--- src/rtl/pt_axi4lite_initiator.sv ---
// Single-outstanding AXI4-Lite manager bridging a simple valid/ready request/response port.
// Optional error counter (i_err_clear / o_err_count) when PT_AXI4LITE_INIT_ERR_CNT_EN is defined.
module pt_axi4lite_initiator #(
    parameter int  ADDR_W = 32,
    parameter int  DATA_W = 64,
    localparam int STRB_W = DATA_W / 8
) (
    input  logic              i_clk,
    input  logic              i_rst,
`ifdef PT_AXI4LITE_INIT_ERR_CNT_EN
    input  logic              i_err_clear,
    output logic [7:0]        o_err_count,
`endif
    output logic              o_idle,
    input  logic              i_req_valid,
    output logic              o_req_ready,
    input  logic [ADDR_W-1:0] i_req_addr,
    input  logic              i_req_write,
    input  logic [DATA_W-1:0] i_req_wdata,
    input  logic [STRB_W-1:0] i_req_wstrb,
    output logic              o_rsp_valid,
    input  logic              i_rsp_ready,
    output logic [DATA_W-1:0] o_rsp_rdata,
    output logic              o_rsp_error,
    output logic [ADDR_W-1:0] o_awaddr,
    output logic [2:0]        o_awprot,
    output logic              o_awvalid,
    input  logic              i_awready,
    output logic [DATA_W-1:0] o_wdata,
    output logic [STRB_W-1:0] o_wstrb,
    output logic              o_wvalid,
    input  logic              i_wready,
    input  logic [1:0]        i_bresp,
    input  logic              i_bvalid,
    output logic              o_bready,
    output logic [ADDR_W-1:0] o_araddr,
    output logic [2:0]        o_arprot,
    output logic              o_arvalid,
    input  logic              i_arready,
    input  logic [DATA_W-1:0] i_rdata,
    input  logic [1:0]        i_rresp,
    input  logic              i_rvalid,
    output logic              o_rready
);
    typedef enum logic [2:0] {IDLE, WR_REQ, WR_RSP, RD_REQ, RD_RSP, RSP_HOLD} state_t;

    state_t            state_reg;
    logic [ADDR_W-1:0] addr_reg;
    logic [DATA_W-1:0] wdata_reg;
    logic [STRB_W-1:0] wstrb_reg;
    logic [DATA_W-1:0] rdata_reg;
    logic              rsp_error_reg;
    logic              rsp_valid_reg;
    logic              idle_reg;
    logic              awvalid_reg;
    logic              wvalid_reg;
    logic              bready_reg;
    logic              arvalid_reg;
    logic              rready_reg;

    // A channel is still outstanding after this edge if it is valid and not accepted now.
    logic aw_left;
    logic w_left;
    assign aw_left = awvalid_reg & ~i_awready;
    assign w_left  = wvalid_reg & ~i_wready;

    always_ff @(posedge i_clk or posedge i_rst) begin
        if (i_rst) begin
            state_reg     <= IDLE;
            addr_reg      <= '0;
            wdata_reg     <= '0;
            wstrb_reg     <= '0;
            rdata_reg     <= '0;
            rsp_error_reg <= 1'b0;
            rsp_valid_reg <= 1'b0;
            idle_reg      <= 1'b1;
            awvalid_reg   <= 1'b0;
            wvalid_reg    <= 1'b0;
            bready_reg    <= 1'b0;
            arvalid_reg   <= 1'b0;
            rready_reg    <= 1'b0;
        end else begin
            case (state_reg)
                IDLE: begin
                    if (i_req_valid) begin
                        addr_reg  <= i_req_addr;
                        wdata_reg <= i_req_wdata;
                        wstrb_reg <= i_req_wstrb;
                        idle_reg  <= 1'b0;
                        if (i_req_write) begin
                            awvalid_reg <= 1'b1;
                            wvalid_reg  <= 1'b1;
                            state_reg   <= WR_REQ;
                        end else begin
                            arvalid_reg <= 1'b1;
                            state_reg   <= RD_REQ;
                        end
                    end
                end
                WR_REQ: begin
                    awvalid_reg <= aw_left;
                    wvalid_reg  <= w_left;
                    if (!aw_left && !w_left) begin
                        bready_reg <= 1'b1;
                        state_reg  <= WR_RSP;
                    end
                end
                WR_RSP: begin
                    if (i_bvalid) begin
                        bready_reg    <= 1'b0;
                        rdata_reg     <= '0;
                        rsp_error_reg <= i_bresp[1];
                        rsp_valid_reg <= 1'b1;
                        state_reg     <= RSP_HOLD;
                    end
                end
                RD_REQ: begin
                    if (i_arready) begin
                        arvalid_reg <= 1'b0;
                        rready_reg  <= 1'b1;
                        state_reg   <= RD_RSP;
                    end
                end
                RD_RSP: begin
                    if (i_rvalid) begin
                        rready_reg    <= 1'b0;
                        rdata_reg     <= i_rdata;
                        rsp_error_reg <= i_rresp[1];
                        rsp_valid_reg <= 1'b1;
                        state_reg     <= RSP_HOLD;
                    end
                end
                RSP_HOLD: begin
                    if (i_rsp_ready) begin
                        rsp_valid_reg <= 1'b0;
                        idle_reg      <= 1'b1;
                        state_reg     <= IDLE;
                    end
                end
                default: begin
                    idle_reg  <= 1'b1;
                    state_reg <= IDLE;
                end
            endcase
        end
    end

`ifdef PT_AXI4LITE_INIT_ERR_CNT_EN
    // Counted when an erroring response is captured, i.e. as it is issued.
    logic       err_event;
    logic [7:0] err_count_reg;
    assign err_event = ((state_reg == WR_RSP) && i_bvalid && i_bresp[1]) ||
                       ((state_reg == RD_RSP) && i_rvalid && i_rresp[1]);

    always_ff @(posedge i_clk or posedge i_rst) begin
        if (i_rst) begin
            err_count_reg <= 8'd0;
        end else if (i_err_clear) begin
            err_count_reg <= 8'd0;
        end else if (err_event && (err_count_reg != 8'hFF)) begin
            err_count_reg <= err_count_reg + 8'd1;
        end
    end
    assign o_err_count = err_count_reg;
`endif

    assign o_idle      = idle_reg;
    assign o_req_ready = idle_reg;
    assign o_rsp_valid = rsp_valid_reg;
    assign o_rsp_rdata = rdata_reg;
    assign o_rsp_error = rsp_error_reg;
    assign o_awaddr    = addr_reg;
    assign o_awprot    = 3'b000;
    assign o_awvalid   = awvalid_reg;
    assign o_wdata     = wdata_reg;
    assign o_wstrb     = wstrb_reg;
    assign o_wvalid    = wvalid_reg;
    assign o_bready    = bready_reg;
    assign o_araddr    = addr_reg;
    assign o_arprot    = 3'b000;
    assign o_arvalid   = arvalid_reg;
    assign o_rready    = rready_reg;
endmodule

--- config.mk ---
export PLATFORM = sky130hd
export DESIGN_NAME = pt_axi4lite_initiator
export DESIGN_NICKNAME = d
export VERILOG_FILES = /design/src/rtl/pt_axi4lite_initiator.sv
export SDC_FILE = /design/constraint.sdc
export NUM_CORES = 1
export LEC_CHECK = 0
export BUFFER_PORTS_ARGS = -buffer_cell sky130_fd_sc_hd__buf_2
export CAP_MARGIN = 0
export CORE_AREA = 4 4 153 155
export CTS_CLUSTER_SIZE = 28
export DETAILED_ROUTE_END_ITERATION = 12
export DIE_AREA = 0 0 157 159
export PLACE_DENSITY_LB_ADDON = 0.2
export SYNTH_ARGS = -nofsm -noshare
export SYNTH_HDL_FRONTEND = slang
export SYNTH_SLANG_ARGS = --single-unit
export TNS_END_PERCENT = 10
--- constraint.sdc ---
create_clock -name i_clk -period 12.5 [get_ports i_clk]
set_input_delay 0.625 -clock i_clk [delete_from_list [all_inputs] [get_ports i_clk]]
set_output_delay 0.625 -clock i_clk [all_outputs]
set_load 0.02 [all_outputs]
==> results of run 1 <==
[layout by cell type (no fill, tap or decap), drive strengths merged]
cell type  instances
nor2               4
conb               6
o21ai              1
nor3b              3
mux2i              1
a31oi              6
mux2             107
o211ai             1
clkinv             6
nand2b             2
nand2              4
a21oi              6
dfrtp            178
a311oi             1
a21boi             1
nor4b              1
dfstp              1
a211oi             1
o2bb2ai            2
clkbuf            19
buf              395
a21o               1
inv               11
or3b               1
a22o              64
o41a               1
nor2b              2
bufinv             1
nand3b             3
[report_power, final]
| group | leakage (nW) | total [mW] | switching, mW | internal [mW] |
|---|---|---|---|---|
| clock network | 0.295 | 0.544 | 0.253 | 0.292 |
| registers | 2.21 | 1.02 | 0.161 | 0.856 |
| logic | 2.41 | 1.23 | 0.743 | 0.487 |
[cells by family after synthesis]
kind of cell,synth area share
flops,0.641
mux,0.174
compound gates,0.100
buf+inv,0.0660
simple gates,0.0190
other cells,0.000536
[per-layer routing]
layer	up-vias	wire (um)	track usage
met5	-	0	0
met4	0	192	0.0371
met3	13	2090	0.0609
met2	257	9510	0.252
met1	2395	7710	0.179
li1	2348	-	-
[per-stage QoR]
stage,std cells,util
global placement,1078,0.409
finish,1110,0.437
CTS,1110,0.437
global route,1110,0.437
detailed placement,1078,0.409
floorplan,471,-
[final timing paths]
check                                 from              end  cells past startpoint
min in group i_clk         i_req_wdata[39]      o_wdata[39]                      2
max in group asynchronous            i_rst     o_araddr[29]                      3
min                                  i_rst  o_rsp_rdata[28]                      2
min reg2reg                    o_wdata[12]      o_wdata[12]                      1
max reg2reg                   state_reg[0]      o_araddr[2]                      4
max                           state_reg[0]      o_araddr[2]                      4
[cell type report]
| cell class | count | area (um2) |
|---|---|---|
| Timing Repair Buffer | 395 | 1990 |
| Clock inverter | 13 | 163 |
| Clock buffer | 19 | 443 |
| Tap cell | 280 | 350 |
| Sequential cell | 179 | 4480 |
| Fill cell | 2093 | 12300 |
| Multi-Input combinational cell | 219 | 2080 |
| Inverter | 5 | 23.8 |
[critical path: cells and delay by family, from the launching register on]
kind | cells | cell delay (ns)
flip-flops | 1 | 0.59
multiplexers | 1 | 0.41
buffers and inverters | 2 | 1.08
AND/OR/NAND/NOR | 1 | 0.37
==> metrics.md, run 1 <==
| Metric | Value |
|---|---|
| Synth area leader | `dfrtp_1` |
| Most frequent cells after synthesis | `dfrtp_1 (178), a22o_1 (64), mux2_2 (58)` |
| Post-DP HPWL | `14.5 mm` |
| Global-route usage over all layers | `0.150` |
| Fin nets | `999` |
| CTS tree | `yes` |
| Slew Limit Fails | `0` |
| I/O pin count | `397` |
| Setup_tns | `0 ns` |
| Synth top area share | `0.637` |
| Drt wl/cell | `17.6 um` |
| CTS H-tree lvls | `4` |
| FFs w/ async S/R, synth | `1.00` |
| Drt total wl | `19.5 mm` |
| Data arrival time of the worst path | `2.92 ns` |
| Postcts setup bufs | `0` |
| Post-synth cell types | `30` |
| Final instance area | `9530 um2` |
| Initial antenna violation count | `0` |
| Most common cell in the synthesized netlist | `dfrtp_1` |
| CTS hold repair buffers | `0` |
| Placer Congestion | `0.752` |
| Critical path's slowest cell | `buf_4` |
| DRC viols | `0` |
| Critical Path End Type | `flop` |
| Layout area overhead | `36.3%` |
| # clock sinks | `179` |
| Worst EP required | `12.80 ns` |
| Max cap viols | `0` |
| Outcome | `finished clean` |
| Die width | `157 um` |
| Worst Hold Class | `input port to async pin` |
| Post-synth EDFFs | `0` |
| Overall Power | `2.79 mW` |
| Critical path peak fanout | `58` |
| First-pass GRT wire length | `29.5 mm` |
| Mapped Cells | `466` |
| Peak VDD IR | `0.111 mV` |
| Layout cells sized above 1 | `0.590` |
| Critical path class | `flop to flop` |
| CP max stage delay | `0.68 ns` |
| Post-route setup slack | `9.88 ns` |
| Vias in the first global route | `5184` |
| CP most frequent cell | `buf_4` |
| Slew headroom | `0.445` |
| Post-CTS resize count | `0` |
| Number of buffers created by CTS | `17` |
| Final setup viols | `0` |
| Primary FF master, synth | `dfrtp_1` |
| CP startpoint kind | `flop` |
| Synth top area cells | `dfrtp_1 (64%), mux2_2 (9.3%), a22o_1 (8.0%), mux2_1 (7.9%), buf_4 (4.8%)` |
| 1st-pass router iterations | `4` |
| DIE HEIGHT | `159 um` |
| Synth Cell Area | `6990 um2` |
| Crit path cell chain | `nor4b_4, buf_4, buf_4, mux2_2` |
| # diodes | `0` |
| Grt total ovfl | `0` |
| Mean post-synth cell area | `15.0 um2` |
| Die Area | `25000 um2` |
| Reg2reg setup slack | `9.88 ns` |
| RSZ-0062 raised after global routing | `no` |
| Clk Latency, worst-skew pair | `0.42 ns` |
| Vias per cell | `4.52` |
| Starting Density | `0.320` |
| CORE AREA | `21800 um2` |
| Final Hold Fails | `0` |
| Reg clk slew, reported paths | `0.08 ns` |
| Post-route clock period utilization | `0.210` |
| WHS | `0.246 ns` |
| Post-route ant nets | `0` |
| Maximum clock frequency | `0.381 GHz` |
| Largest net degree at the start of global routing | `66` |
| Placed inst area | `8930 um2` |
| Register bit total from synthesis | `179` |
| Pwr/cell area | `293 nW/um2` |
| Worst-Margin Slew | `0.833 ns` |
| Row count | `54` |
| Place WS | `9.80 ns` |
| CTS Root Cell | `clkbuf_16` |
| Leak | `4.92 nW` |
| Synth warn | `0` |
| Tmin final | `2.62 ns` |
| Clk_skew | `0.0137 ns` |
| DR iter-0 viols | `174` |
| Vias | `5013` |
| IO Port Bufs | `388` |
| Seq/Total Area, Yosys | `0.641` |
| Clock buffer depth | `2` |
(Power assumes the default switching activity.)
==> run 2: changes to the inputs <==
==> constraint.sdc (replaced) <==
create_clock -name i_clk -period 2.1 [get_ports i_clk]
set_input_delay 0.105 -clock i_clk [delete_from_list [all_inputs] [get_ports i_clk]]
set_output_delay 0.105 -clock i_clk [all_outputs]
set_load 0.02 [all_outputs]
==> run 2 against run 1 <==
  * Sequential cell count unchanged
  * Worst setup slack worse by 9.6 ns
  * Die area unchanged
  * Non-clock buffer count increased by 181
  * Register-to-register slack got worse by 9.6 ns
  * Global-route usage increased by 2.2 points
  * Cell count is 16% higher
  * Total power rose to 6.1 times the previous value
  * Critical path depth stayed put
  * Clock power rose to 5.7 times the previous value
==> metrics.md, run 2 (synthesized netlist as in run 1, its figures left out) <==
| Metric | Value |
|---|---|
| Worst Hold Class | `input port to flop` |
| CTS H-tree lvls | `4 (unchanged)` |
| Maximum clock frequency | `0.555 GHz (+46%)` |
| Placed inst area | `9070 um2 (+1.6%)` |
| Tmin final | `1.80 ns (-0.821 ns)` |
| IO Port Bufs | `388 (unchanged)` |
| Crit path cell chain | `nor4b_4, buf_12, buf_12, mux2_2` |
| CP startpoint kind | `flop` |
| Hold path cells | `3` |
| Reg clk slew, reported paths | `0.08 ns (about the same)` |
| Critical Path End Type | `flop` |
| Largest net degree at the start of global routing | `141 (+110%)` |
| First-pass GRT wire length | `34.3 mm (+16%)` |
| Row count | `54 (unchanged)` |
| Clk Latency, worst-skew pair | `0.42 ns (about the same)` |
| DIE HEIGHT | `159 um (unchanged)` |
| Final Hold Fails | `0 (unchanged)` |
| Pwr/cell area | `1500 nW/um2 (+410%)` |
| Fin cells | `1291 (+16%)` |
| Post-route ant nets | `0 (unchanged)` |
| Layout cells sized above 1 | `0.494 (-0.0968)` |
| Post-route clock period utilization | `0.858 (+0.649)` |
| R2r startpoint | `state_reg[2]` |
| Slew headroom | `0.493 (+0.0481)` |
| Post-placement cell count | `1087 (+0.83%)` |
| WP buf/inv | `2 (unchanged)` |
| Fin nets | `1180 (+18%)` |
| Commonest non-fill, non-tap cell in the layout | `buf_2` |
| Critical path class | `flop to flop` |
| CP most frequent cell | `buf_12` |
| Clk_skew | `0.0131 ns (-0.000667 ns)` |
| I/O pin count | `397 (unchanged)` |
| Post-DP HPWL | `15.2 mm (+4.7%)` |
| Final setup viols | `0 (unchanged)` |
| Clock buffer depth | `2 (unchanged)` |
| CTS tree | `yes` |
| # clock sinks | `179 (unchanged)` |
| CP max stage delay | `0.47 ns (-0.21 ns)` |
| WHS | `0.0475 ns (-0.199 ns)` |
| CP top delay family | `buffers and inverters` |
| Worst EP required | `2.40 ns (-10.40 ns)` |
| R2R depth | `4 (unchanged)` |
| Outcome | `finished clean` |
| Critical path's slowest cell | `dfrtp_1` |
| Number of buffers created by CTS | `17 (unchanged)` |
| Leak | `5.69 nW (+16%)` |
| Worst setup path start | `state_reg[2]` |
| Crit path depth | `4 (unchanged)` |
| Fin util | `0.521 (+0.0837)` |
| Grt total ovfl | `0 (unchanged)` |
| Crit path capture | `o_araddr[24]` |
| Slew Limit Fails | `0 (unchanged)` |
| Max cap viols | `0 (unchanged)` |
| Peak VDD IR | `0.657 mV (+490%)` |
| Most frequent cells in the layout | `buf_2 (388), dfrtp_1 (178), dlygate4sd3_1 (172)` |
| 1st-pass router iterations | `4 (unchanged)` |
| Vias per cell | `4.41 (-2.3%)` |
| Placer Congestion | `0.735 (-2.2%)` |
| Data arrival time of the worst path | `2.10 ns (-0.82 ns)` |
| DRC viols | `0 (unchanged)` |
| Drt wl/cell | `17.1 um (-2.7%)` |
| Vias | `5698 (+14%)` |
| RSZ-0062 raised after global routing | `no` |
| Critical path peak fanout | `31 (-47%)` |
| Die width | `157 um (unchanged)` |
| Final instance area | `11400 um2 (+19%)` |
| # diodes | `0 (unchanged)` |
| Die Area | `25000 um2 (unchanged)` |
| Layout area overhead | `62.4%` |
| Worst-Margin Slew | `0.761 ns (-0.0722 ns)` |
| Vias in the first global route | `6255 (+21%)` |
| CORE AREA | `21800 um2 (unchanged)` |
| CTS Root Cell | `clkbuf_16` |
| Overall Power | `17.0 mW (+510%)` |
| Drt total wl | `22.1 mm (+13%)` |
| Global-route usage over all layers | `0.172 (+0.0223)` |
| Reg2reg setup slack | `0.30 ns (-9.58 ns)` |
| Initial antenna violation count | `1 (+1)` |
| DR iter-0 viols | `212 (+22%)` |
| R2R Path End | `o_araddr[24]` |
| Starting Density | `0.320 (unchanged)` |
-- run 2: cell types whose count changed in the layout (fill, tap and decap cells not counted), sizes merged --
cell / before / now
dlygate4sd3: 0 / 172
buf: 395 / 404
bufinv: 1 / 0
clkbuf: 19 / 18
clkinv: 6 / 7
clkinvlp: 0 / 1
-- run 2: metal layers --
metal,global-route usage,share of wire
met4,0.0430,0.017
met2,0.298,0.49
met3,0.0628,0.093
met5,0,0.00041
met1,0.203,0.40
-- run 2: worst min-delay path by stage --
stage / startpoint / end / slack, ns
after floorplan: i_arready / o_arvalid / 0.21
after global placement: i_rdata[39] / o_rsp_rdata[39] / 0.32
after detailed placement: i_rdata[58] / o_rsp_rdata[58] / 0.32
after CTS: i_rresp[1] / o_rsp_error / 0.02
after global routing: i_rresp[1] / o_rsp_error / 0.04
final: i_rresp[1] / o_rsp_error / 0.05
-- run 2: tightest hold or removal path, stage by stage --
cell,delay [ns]
buf_2,0.07
mux2_2,0.13
mux2_2,0.13
-- run 2: repair_timing --
action                                 4_1_cts  5_1_grt
buffers inserted                             0        0
endpoints found under the hold margin      350        0
resized for setup                            0        0
hold buffers                               172        0
-- run 2: layout make-up --
type                            count  area [um2]
Clock buffer                       18         429
Clock inverter                     14         140
Sequential cell                   179        4480
Fill cell                        1873       10500
Tap cell                          280         350
Multi-Input combinational cell    219        2080
Timing Repair Buffer              576        3860
Inverter                            5        22.5
-- run 2: through the flow --
stage / worst slack (ns) / TNS [ns]
4_1_cts: 0.271 / 0
6_report: 0.297 / 0
5_1_grt: 0.195 / 0
3_5_place_dp: 0.282 / 0
2_1_floorplan: -0.299 / -53.18
3_3_place_gp: 0.299 / 0
-- run 2: power by group --
| part | switching (mW) | leakage, nW | total, mW | internal, mW |
|---|---|---|---|---|
| clock | 1.51 | 0.281 | 3.09 | 1.58 |
| sequential | 0.905 | 2.21 | 6.00 | 5.10 |
| combinational | 4.67 | 3.19 | 7.91 | 3.24 |
